$ cat src/rtl/tmr_scrub_ctrl_if.sv
// ----------------------------------------------------------------------------
// tmr_scrub_ctrl_if
//
// Bundles the user write handshake and the TMR bank load port that the
// scrub controller arbitrates.
//
// Signals:
//   wr_req    - user write request, held high until wr_ack
//   wr_addr   - target word of the user write
//   wr_ack    - one-cycle acknowledge, coincident with the write's reg_load
//   reg_load  - load strobe to the TMR bank
//   reg_addr  - word selected for the load
//   reg_src   - 1 = user data, 0 = voted output (refresh)
//
// Modports:
//   master - configuration side: drives requests, observes the bank port
//   slave  - the scrub controller: answers requests, drives the bank port
// ----------------------------------------------------------------------------
interface tmr_scrub_ctrl_if #(
    parameter int unsigned AW = 4
) ();

    logic          wr_req;
    logic [AW-1:0] wr_addr;
    logic          wr_ack;
    logic          reg_load;
    logic [AW-1:0] reg_addr;
    logic          reg_src;

    modport master (
        output wr_req,
        output wr_addr,
        input  wr_ack,
        input  reg_load,
        input  reg_addr,
        input  reg_src
    );

    modport slave (
        input  wr_req,
        input  wr_addr,
        output wr_ack,
        output reg_load,
        output reg_addr,
        output reg_src
    );

endinterface

$ cat src/rtl/tmr_scrub_ctrl.sv
// ----------------------------------------------------------------------------
// tmr_scrub_ctrl
//
// Scrubbing scheduler for a bank of DEPTH triplicated registers. Shares the
// bank's single load/address port between three requesters, in strict
// priority order:
//   1. user writes          (reg_src = 1, acknowledged with wr_ack)
//   2. error repairs        (lowest-indexed pending word, reg_src = 0)
//   3. periodic sweep steps (sweep pointer, reg_src = 0)
// One grant per cycle. Every output is registered, so a grant decided at an
// edge is visible for the whole following cycle.
//
// Ports:
//   clk           - clock, rising edge
//   rst           - synchronous active-high reset
//   scrub_en      - enables periodic sweeps; dropping it aborts a sweep
//   err_vec       - per-word voter error flags
//   err_count_clr - synchronous clear of err_count (wins over increment)
//   busy          - sweep active or repair pending (registered)
//   sweep_done    - one-cycle pulse after the last step of a full sweep
//   err_count     - saturating count of cycles with any error flag set
//   bus           - write handshake + bank load port (slave modport)
// ----------------------------------------------------------------------------
module tmr_scrub_ctrl #(
    parameter int unsigned DEPTH  = 16,
    parameter int unsigned AW     = 4,
    parameter int unsigned PERIOD = 1024,
    parameter int unsigned CNT_W  = 16
) (
    input  logic               clk,
    input  logic               rst,
    input  logic               scrub_en,
    input  logic [DEPTH-1:0]   err_vec,
    input  logic               err_count_clr,
    output logic               busy,
    output logic               sweep_done,
    output logic [CNT_W-1:0]   err_count,
    tmr_scrub_ctrl_if.slave    bus
);

    localparam int unsigned TW = (PERIOD > 1) ? $clog2(PERIOD) : 1;

    localparam logic [0:0] StIdle  = 1'b0;
    localparam logic [0:0] StSweep = 1'b1;

    // ------------------------------------------------------------------------
    // State
    // ------------------------------------------------------------------------
    logic [0:0]       state_q, state_d;
    logic [TW-1:0]    timer_q, timer_d;
    logic [AW-1:0]    ptr_q, ptr_d;
    logic [DEPTH-1:0] pending_q, pending_d;
    logic [CNT_W-1:0] err_count_q, err_count_d;

    logic             reg_load_q, reg_load_d;
    logic [AW-1:0]    reg_addr_q, reg_addr_d;
    logic             reg_src_q, reg_src_d;
    logic             wr_ack_q, wr_ack_d;
    logic             busy_q, busy_d;
    logic             sweep_done_q, sweep_done_d;

    // ------------------------------------------------------------------------
    // Grant arbitration
    // ------------------------------------------------------------------------
    logic             any_pending;
    logic [AW-1:0]    rep_addr;
    logic             grant_wr;
    logic             grant_rep;
    logic             grant_swp;
    logic             grant_any;
    logic [AW-1:0]    grant_addr;
    logic [DEPTH-1:0] clr_mask;

    assign any_pending = |pending_q;

    // Lowest-indexed pending word: scan downward so the last hit wins.
    always_comb begin
        rep_addr = '0;
        for (int i = DEPTH - 1; i >= 0; i--) begin
            if (pending_q[i]) begin
                rep_addr = AW'(i);
            end
        end
    end

    // Repairs use pending as registered, so an error flag seen at an edge
    // is only eligible for repair from the following edge on. A sweep step
    // needs scrub_en too: a low scrub_en in SWEEP is an abort, not a step.
    always_comb begin
        grant_wr  = bus.wr_req;
        grant_rep = !grant_wr && any_pending;
        grant_swp = !grant_wr && !any_pending && (state_q == StSweep) && scrub_en;
        grant_any = grant_wr || grant_rep || grant_swp;

        if (grant_wr) begin
            grant_addr = bus.wr_addr;
        end else if (grant_rep) begin
            grant_addr = rep_addr;
        end else begin
            grant_addr = ptr_q;
        end
    end

    // Any load rewrites the word, whatever its source, so it clears pending.
    always_comb begin
        clr_mask = '0;
        for (int i = 0; i < DEPTH; i++) begin
            clr_mask[i] = grant_any && (grant_addr == AW'(i));
        end
    end

    // A fresh error on the same edge as the clear keeps the bit set.
    assign pending_d = (pending_q & ~clr_mask) | err_vec;

    // ------------------------------------------------------------------------
    // Sweep FSM and period timer
    // ------------------------------------------------------------------------
    always_comb begin
        state_d      = state_q;
        timer_d      = timer_q;
        ptr_d        = ptr_q;
        sweep_done_d = 1'b0;

        case (state_q)
            StIdle: begin
                if (!scrub_en) begin
                    timer_d = '0;
                end else if (timer_q == TW'(PERIOD - 1)) begin
                    timer_d = '0;
                    ptr_d   = '0;
                    state_d = StSweep;
                end else begin
                    timer_d = timer_q + 1'b1;
                end
            end

            StSweep: begin
                if (!scrub_en) begin
                    state_d = StIdle;
                    ptr_d   = '0;
                    timer_d = '0;
                end else if (grant_swp) begin
                    if (ptr_q == AW'(DEPTH - 1)) begin
                        ptr_d        = '0;
                        state_d      = StIdle;
                        sweep_done_d = 1'b1;
                    end else begin
                        ptr_d = ptr_q + 1'b1;
                    end
                end
            end

            default: begin
                state_d = StIdle;
                ptr_d   = '0;
                timer_d = '0;
            end
        endcase
    end

    // ------------------------------------------------------------------------
    // Error counter
    // ------------------------------------------------------------------------
    always_comb begin
        err_count_d = err_count_q;
        if (err_count_clr) begin
            err_count_d = '0;
        end else if ((|err_vec) && (err_count_q != {CNT_W{1'b1}})) begin
            err_count_d = err_count_q + 1'b1;
        end
    end

    // ------------------------------------------------------------------------
    // Registered outputs
    // ------------------------------------------------------------------------
    // Address and source hold their last granted values when idle.
    always_comb begin
        reg_load_d = grant_any;
        wr_ack_d   = grant_wr;
        reg_addr_d = grant_any ? grant_addr : reg_addr_q;
        reg_src_d  = grant_any ? grant_wr   : reg_src_q;
        busy_d     = (state_d == StSweep) || (|pending_d);
    end

    always_ff @(posedge clk) begin
        if (rst) begin
            state_q      <= StIdle;
            timer_q      <= '0;
            ptr_q        <= '0;
            pending_q    <= '0;
            err_count_q  <= '0;
            reg_load_q   <= 1'b0;
            reg_addr_q   <= '0;
            reg_src_q    <= 1'b0;
            wr_ack_q     <= 1'b0;
            busy_q       <= 1'b0;
            sweep_done_q <= 1'b0;
        end else begin
            state_q      <= state_d;
            timer_q      <= timer_d;
            ptr_q        <= ptr_d;
            pending_q    <= pending_d;
            err_count_q  <= err_count_d;
            reg_load_q   <= reg_load_d;
            reg_addr_q   <= reg_addr_d;
            reg_src_q    <= reg_src_d;
            wr_ack_q     <= wr_ack_d;
            busy_q       <= busy_d;
            sweep_done_q <= sweep_done_d;
        end
    end

    assign bus.reg_load = reg_load_q;
    assign bus.reg_addr = reg_addr_q;
    assign bus.reg_src  = reg_src_q;
    assign bus.wr_ack   = wr_ack_q;
    assign busy         = busy_q;
    assign sweep_done   = sweep_done_q;
    assign err_count    = err_count_q;

endmodule

$ cat src/flat_wrapper.sv
// flat-port wrapper written by rule: the top's interface ports become plain ports
module tmr_scrub_ctrl_flat 
#(
    parameter int unsigned DEPTH  = 16,
    parameter int unsigned AW     = 4,
    parameter int unsigned PERIOD = 1024,
    parameter int unsigned CNT_W  = 16
)
  (clk, rst, scrub_en, err_vec, err_count_clr, busy, sweep_done, err_count, bus_wr_req, bus_wr_addr, bus_wr_ack, bus_reg_load, bus_reg_addr, bus_reg_src);
  tmr_scrub_ctrl_if #(.AW(AW)) bus_i ();
  input  logic clk;
  input  logic rst;
  input  logic scrub_en;
  input  logic [DEPTH-1:0] err_vec;
  input  logic err_count_clr;
  output logic busy;
  output logic sweep_done;
  output logic [CNT_W-1:0] err_count;
  input wire logic [$bits(bus_i.wr_req)-1:0] bus_wr_req;
  input wire logic [$bits(bus_i.wr_addr)-1:0] bus_wr_addr;
  output wire logic [$bits(bus_i.wr_ack)-1:0] bus_wr_ack;
  output wire logic [$bits(bus_i.reg_load)-1:0] bus_reg_load;
  output wire logic [$bits(bus_i.reg_addr)-1:0] bus_reg_addr;
  output wire logic [$bits(bus_i.reg_src)-1:0] bus_reg_src;
  assign bus_i.wr_req = bus_wr_req;
  assign bus_i.wr_addr = bus_wr_addr;
  assign bus_wr_ack = bus_i.wr_ack;
  assign bus_reg_load = bus_i.reg_load;
  assign bus_reg_addr = bus_i.reg_addr;
  assign bus_reg_src = bus_i.reg_src;
  tmr_scrub_ctrl #(.DEPTH(DEPTH), .AW(AW), .PERIOD(PERIOD), .CNT_W(CNT_W)) u_core (.clk(clk), .rst(rst), .scrub_en(scrub_en), .err_vec(err_vec), .err_count_clr(err_count_clr), .busy(busy), .sweep_done(sweep_done), .err_count(err_count), .bus(bus_i));
endmodule
$ cat config.mk
export PLATFORM = sky130hd
export DESIGN_NAME = tmr_scrub_ctrl_flat
export DESIGN_NICKNAME = d
export VERILOG_FILES = /design/src/rtl/tmr_scrub_ctrl_if.sv /design/src/rtl/tmr_scrub_ctrl.sv /design/src/flat_wrapper.sv
export SDC_FILE = /design/constraint.sdc
export NUM_CORES = 1
export LEC_CHECK = 0
export ABC_AREA = 1
export CAP_MARGIN = 20
export CORE_UTILIZATION = 53
export CTS_BUF_LIST = sky130_fd_sc_hd__clkbuf_16
export CTS_CLUSTER_DIAMETER = 120
export DETAILED_ROUTE_END_ITERATION = 16
export HOLD_SLACK_MARGIN = 0.1
export PLACE_DENSITY = 0.8
export REMOVE_ABC_BUFFERS = 1
export SKIP_LAST_GASP = 1
export SLEW_MARGIN = 20
export SYNTH_ARGS = -nofsm -noshare
export SYNTH_HDL_FRONTEND = slang
export SYNTH_SLANG_ARGS = --single-unit
$ cat constraint.sdc
create_clock -name clk -period 2.7 [get_ports clk]
set_clock_uncertainty 0.15 [all_clocks]
set_input_delay 0.675 -clock clk [delete_from_list [all_inputs] [get_ports clk]]
set_output_delay 0.675 -clock clk [all_outputs]
set_load 0.1 [all_outputs]
==> run metrics, run 1 <==
Routed WL per cell about 12 µm; Max IR drop VDD about 0.27 mV; Crit-path slowest cell clkdlybuf4s50_1; largest net degree at the start of global routing 30; core area 0.00524 mm²; Largest stage delay, worst path about 0.48 ns; Clock Tree Root clkbuf_16; Worst EP required about 2.7 ns; Mapped Cells around 440; post-synth cell types 37; Syn-to-layout area delta 33.2%; DP Wirelength roughly 5.5 mm; Port Buf Inserts ~50; synth warn 0; Initial Util 56.5%; global-route wire length before repair 12.2 mm; Die Wd roughly 77 µm; initial antenna violation count 0; Power Dens Cells approximately 470 mW/mm²; GPL Wtd Cong 0.883; Hold Crit Class flip-flop to flip-flop; DIE HEIGHT ~77 µm; Max Buffers Root-to-Sink 2; final instance area roughly 0.0039 mm²; DRT Pass-1 Iters 5; clock sinks between 50 and 60; multi-input logic area between 0.0015 and 0.002 mm²; worst path cell trace clkdlybuf4s50_1 -> nor4_1 -> buf_4 -> nand4_1 -> nand2_2 -> nor2_2 -> nand3_2 -> nor2_2 -> nand2_1 -> nor2_2 -> nand4_1 -> or2_1 -> o21ai_1 -> a21oi_1; Slew @ Worst Pin 0.594 ns; max_cap viols 0; FMAX roughly 0.39 GHz; gr ovfl total 0; I/O Pins 50; crit-path most repeated cell nor2_2; Max FO, Critical Path 3; number of synthesized register bits 56; routed vias approximately 3100; crit end category flip-flop; crit share post-route between 90 and 100%; clock buffer count from CTS 5; gr usage total 25.6%; Worst EP arrival about 2.6 ns; Pwr Total 0.00185 W; Residual DRC 0; outcome complete, no violations; Vias/cell 5.19; final WL 7.38 mm; Die Area a little under 0.006 mm²; Hold WS about 0.31 ns; vias in the first global route 2820; CTS tree built; Layout fillers 412; Startpoint Class primary input; Register Area around 0.0011 mm²; CTS clock-pin slew for the worst setup and hold paths around 0.07 ns; CTS H-tree lvls 2; Fin. Hold Viols 0; relative slew slack about three fifths; initial DRC count 200; critical path type primary input to flip-flop; nets around 560; row count 26; RSZ-0062 raised after global routing yes; Static Leak approximately 1.7 nW; min cycle time layout ~2.6 ns; Slew Viols, Final 0; Finish-stage setup viols 0; ANT cells 0; syn_area_per_cell 6.75 µm²; Synth Cell Area around 0.0030 mm²; placed cell areas approximately 0.0038 mm²; Final ANT Viol Nets 0; worst skew pair latency 0.29 ns; share of cells above drive strength 1 21.8%; sequential area share after synthesis between 30% and 40%
cells in the mapped netlist (all sizes together):
cell type | number | area (µm²)
o21ai | 20 | 111
ha | 3 | 37.5
a211oi | 2 | 15.0
a31oi | 3 | 33.8
a31o | 1 | 8.76
buf | 2 | 7.51
a21oi | 44 | 224
nand4 | 13 | 87.6
and3 | 1 | 6.26
clkbuf | 4 | 15.0
a221oi | 1 | 8.76
dfxtp | 56 | 1120
nand3 | 29 | 158
a22oi | 1 | 12.5
nor3 | 15 | 101
nor3b | 1 | 7.51
or2 | 4 | 25.0
nand2 | 104 | 405
inv | 73 | 274
nor4 | 5 | 31.3
o21a | 2 | 15.0
o211ai | 1 | 7.51
and2 | 1 | 6.26
nor2 | 52 | 238
final timing paths:
kind	startpoint	end	slack, ns	cells past startpoint
hold / removal	u_core.timer_q[9]$_SDFFE_PP0P_	u_core.timer_q[9]$_SDFFE_PP0P_	0.31	2
setup reg to reg	u_core.pending_q[4]$_SDFF_PP0_	u_core.busy$_SDFF_PP0_	0.28	14
hold reg to reg	u_core.timer_q[9]$_SDFFE_PP0P_	u_core.timer_q[9]$_SDFFE_PP0P_	0.31	2
setup / recovery	err_vec[0]	u_core.err_count[15]$_SDFFE_PP0P_	0.11	14
where the power goes:
group	internal (W)	switching (W)	leakage [nW]	total (W)
registers	0.000854	0.0000198	0.459	0.000874
clock network	0.000334	0.000288	0.0709	0.000622
logic	0.000136	0.000216	1.20	0.000353
stage by stage:
stage                     instances  util, %  setup slack (ns)  setup TNS, ns
after floorplan                 432        -            -0.108         -0.108
after global placement          594     72.0            -0.145         -0.303
after detailed placement        594     72.0            -0.223         -0.550
after CTS                       601     74.6            0.0814              0
after global routing            603     75.2           -0.0621        -0.0643
final                           603     75.2             0.114              0
flip-flops by register name, summed over array words and instances, names as in the netlist:
name / cells
u_core.state_q: 1
u_core.ptr_q: 4
u_core.err_count: 16
u_core.sweep_done: 1
u_core.pending_q: 16
u_core.bus.reg_src: 1
u_core.bus.reg_addr: 4
u_core.bus.reg_load: 1
u_core.timer_q: 10
u_core.busy: 1
u_core.bus.wr_ack: 1
critical path: cells and delay by family:
family                 cells  cell delay [ns]
buffers and inverters      2             0.61
AOI/OAI and AO/OA          2             0.17
and+or+nand+nor           10             1.16
cell families (layout without fill, tap and decap cells):
kind of cell,after synthesis,after routing,share of synthesized area (%)
buf+inv,79,173,10.0
compound gates,75,76,14.8
fa+ha+maj,3,3,1.27
flops,56,56,37.9
simple gates,225,225,36.0
routing by layer:
layer,wire [µm],track usage [%]
met3,425,5.83
met1,3230,31.2
met4,99,8.27
met2,3620,44.2
met5,0,0
cell type report:
| class | count | area share [%] |
|---|---|---|
| multi-input cells | 304 | 39.7 |
| well taps | 70 | 2.22 |
| flip-flops and latches | 56 | 28.5 |
| clock inverters | 2 | 0.222 |
| repair buffers | 93 | 19.2 |
| clock buffers | 5 | 3.18 |
| inverters | 73 | 6.95 |
what timing repair did:
item                       CTS  global route
gates resized for setup      0             5
hold buffers                 0             0
setup endpoints to repair    0             3
setup buffers                0             1
placed cells by master (no fill, tap or decap), types with 9 or more instances in the layout:
cell type / n
nand2_1: 98
buf_4: 69
inv_1: 65
dfxtp_1: 56
a21oi_1: 43
nor2_1: 42
nand3_1: 27
clkdlybuf4s50_1: 24
o21ai_0: 17
nand4_1: 12
nor3_1: 11
inv_2: 9
No activity file was read; power rests on OpenSTA's default activity.
==> inputs of run 2 (changes only) <==
Settings changed: ABC_AREA 1 to unset, CORE_UTILIZATION 53 to 52, PLACE_DENSITY 0.8 to 0.79.
==> run 2 against run 1 <==
- final area down 3.3%
- setup slack got worse by 0.034 ns
- register-to-register slack got worse by 0.20 ns
- non-clock buffer count stayed put
- largest cell class unchanged
- via count is 7.0% lower
- synthesized cell count is 19% lower
- hold slack gained 0.0018 ns
- critical endpoint is now u_core.busy$_SDFF_PP0_
==> run metrics, run 2 <==
outcome complete, no violations; commonest non-fill, non-tap cell in the layout buf_4; clock buffer count from CTS 5; GPL Wtd Cong around 0.91; Worst EP required 2.73 ns; top-count cell post-synth dfxtp_1; R2R Setup Slk 0.08 ns; share of cells above drive strength 1 approximately 22%; relative slew slack around three fifths; Static Leak around 1.5 nW; Clock Tree Root clkbuf_16; most frequent cells in the layout buf_4, dfxtp_1, nor2_1, a21oi_1, nand2_1; Post-synth ARST share 0%; critical path type flip-flop to flip-flop; RR Endpoint u_core.busy$_SDFF_PP0_; Final ANT Viol Nets 0; sequential area share after synthesis between 30 and 40%; simple-gate share of the synthesized area approximately 30%; post-synthesis mux area share less than 1%; FMAX 0.382 GHz; Initial Util approximately 55%; Synth Area in Adders roughly 1.3%; Synth Cell Area ~0.0028 mm²; largest net degree at the start of global routing 26; ANT cells 0; Finish-stage setup viols 0; min cycle time layout 2.62 ns; EDFF count, synth 0; Residual DRC 0; Power Dens Cells roughly 520 mW/mm²; number of synthesized register bits 56; dominant synthesized flop cell dfxtp_1; final WL 7.56 mm; Routed WL per cell 14.6 µm; Startpoint Class flip-flop; Max Buffers Root-to-Sink 2; Max IR drop VDD between 0.3 and 0.4 mV; Synth area leader dfxtp_1; final core utilization approximately three quarters; worst r2r src u_core.pending_q[13]$_SDFF_PP0_; WHS Path Cells 2; most frequent cells after synthesis dfxtp_1, nor2_1, a21oi_1; initial antenna violation count 0; row count 26; DRT Pass-1 Iters 4; Die Wd 75.5 µm; Die Area 0.00569 mm²; CTS tree built; Slew @ Worst Pin 0.591 ns; clock sinks 56; Hold Crit Start u_core.bus.reg_addr[2]$_SDFFE_PP0P_; syn_area_per_cell ~8 µm²; Slew Viols, Final 0; synth warn 0; routed vias just under 3000; max_cap viols 0; nets 473; Vias/cell 5.64; Hold Crit Class flip-flop to flip-flop; FF-to-FF path depth 7; post-synth cell types 54; post-synthesis xor/xnor area fraction 4.37%; DP Wirelength around 5.7 mm; top cell type's share of synthesized area roughly two fifths; worst skew pair latency around 0.29 ns; gr ovfl total 0; gr usage total between 20% and 30%; Max FO, Critical Path 7; core area 0.00514 mm²; Syn-to-layout area delta 35.8%; Mapped Cells between 300 and 400; RSZ-0062 raised after global routing no; initial DRC count about 170; Worst EP arrival ~2.7 ns; CTS H-tree lvls 2; synth top area cells dfxtp_1, nor2_1, a21oi_1; vias in the first global route 2510; crit share post-route 97.0%; CTS clock-pin slew for the worst setup and hold paths roughly 0.07 ns; Fin. Hold Viols 0; largest family of logic cells by synthesized area simple AND/OR/NAND/NOR gates; global-route wire length before repair between 10 and 15 mm; Hold WS ~0.32 ns; I/O Pins 50; Hold Buf Count CTS 0; Hold EP u_core.bus.reg_addr[2]$_SDFFE_PP0P_; Synth Area in Compound Gates ~20%; Port Buf Inserts a little under 50; crit end category flip-flop; DIE HEIGHT between 70 and 80 µm
## run 2: metal layers
metal	part of all wire [%]	track usage [%]	vias up
met5	0	0	-
met3	5.0	4.50	11
met4	1.2	6.79	0
met2	47	44.3	86
li1	-	-	1444
met1	46	37.5	1369
## run 2: metrics by stage
step | worst slack [ns] | cells | power (W) | cell area [µm²] | setup TNS (ns)
2_1_floorplan | -0.262 | 345 | 0.00109 | 2770 | -1.39
3_3_place_gp | -0.289 | 507 | 0.00126 | 3610 | -2.17
3_5_place_dp | -0.428 | 507 | 0.00126 | 3610 | -3.59
4_1_cts | 0.0357 | 516 | 0.00199 | 3800 | 0
5_1_grt | 0.00978 | 516 | 0.00206 | 3810 | 0
6_report | 0.0800 | 516 | 0.00199 | 3810 | 0
## run 2: cell families after synthesis
logic type                 count (synthesis)
and+or+nand+nor                          162
AOI/OAI and AO/OA                         88
DFF                                       56
buffers and inverters                     31
xor gates and xnor gates                  14
adders and majority gates                  3
muxes                                      1
## run 2: worst max-delay path by stage
stage	start	slack [ns]	endpoint	depth (start not counted)
after floorplan	u_core.err_count[6]$_SDFFE_PP0P_	-0.26	u_core.err_count[9]$_SDFFE_PP0P_	8
after global placement	bus_wr_req	-0.29	u_core.busy$_SDFF_PP0_	9
after detailed placement	bus_wr_req	-0.43	u_core.busy$_SDFF_PP0_	9
after CTS	bus_wr_req	0.04	u_core.busy$_SDFF_PP0_	9
after global routing	u_core.pending_q[13]$_SDFF_PP0_	0.01	u_core.busy$_SDFF_PP0_	7
final	u_core.pending_q[13]$_SDFF_PP0_	0.08	u_core.busy$_SDFF_PP0_	7
## run 2: what timing repair did
action	4_1_cts	5_1_grt
setup endpoints to repair	1	5
pin swaps	1	1
gates resized for setup	7	2
setup buffers	1	0
## run 2: critical path, cell delays in order, from the launching register on
cell and delay [ns]:
dfxtp_1 0.39, or4_4 0.58, nor4_2 0.35, o21ai_2 0.11
or2_4 0.25, o31ai_1 0.31, o2111a_1 0.27, a41oi_2 0.10
## run 2: cell type report
class | count | area, µm²
Clock buffer | 5 | 125
Clock inverter | 3 | 38.8
Fill cell | 423 | 1330
Inverter | 21 | 78.8
Multi-Input combinational cell | 268 | 1600
Sequential cell | 56 | 1120
Tap cell | 70 | 87.6
Timing Repair Buffer | 93 | 761
## run 2: power by group
| group | switching (W) | total, W | internal, W |
|---|---|---|---|
| combinational | 0.000209 | 0.000368 | 0.000159 |
| sequential | 0.0000335 | 0.000887 | 0.000854 |
| clock | 0.000296 | 0.000730 | 0.000433 |
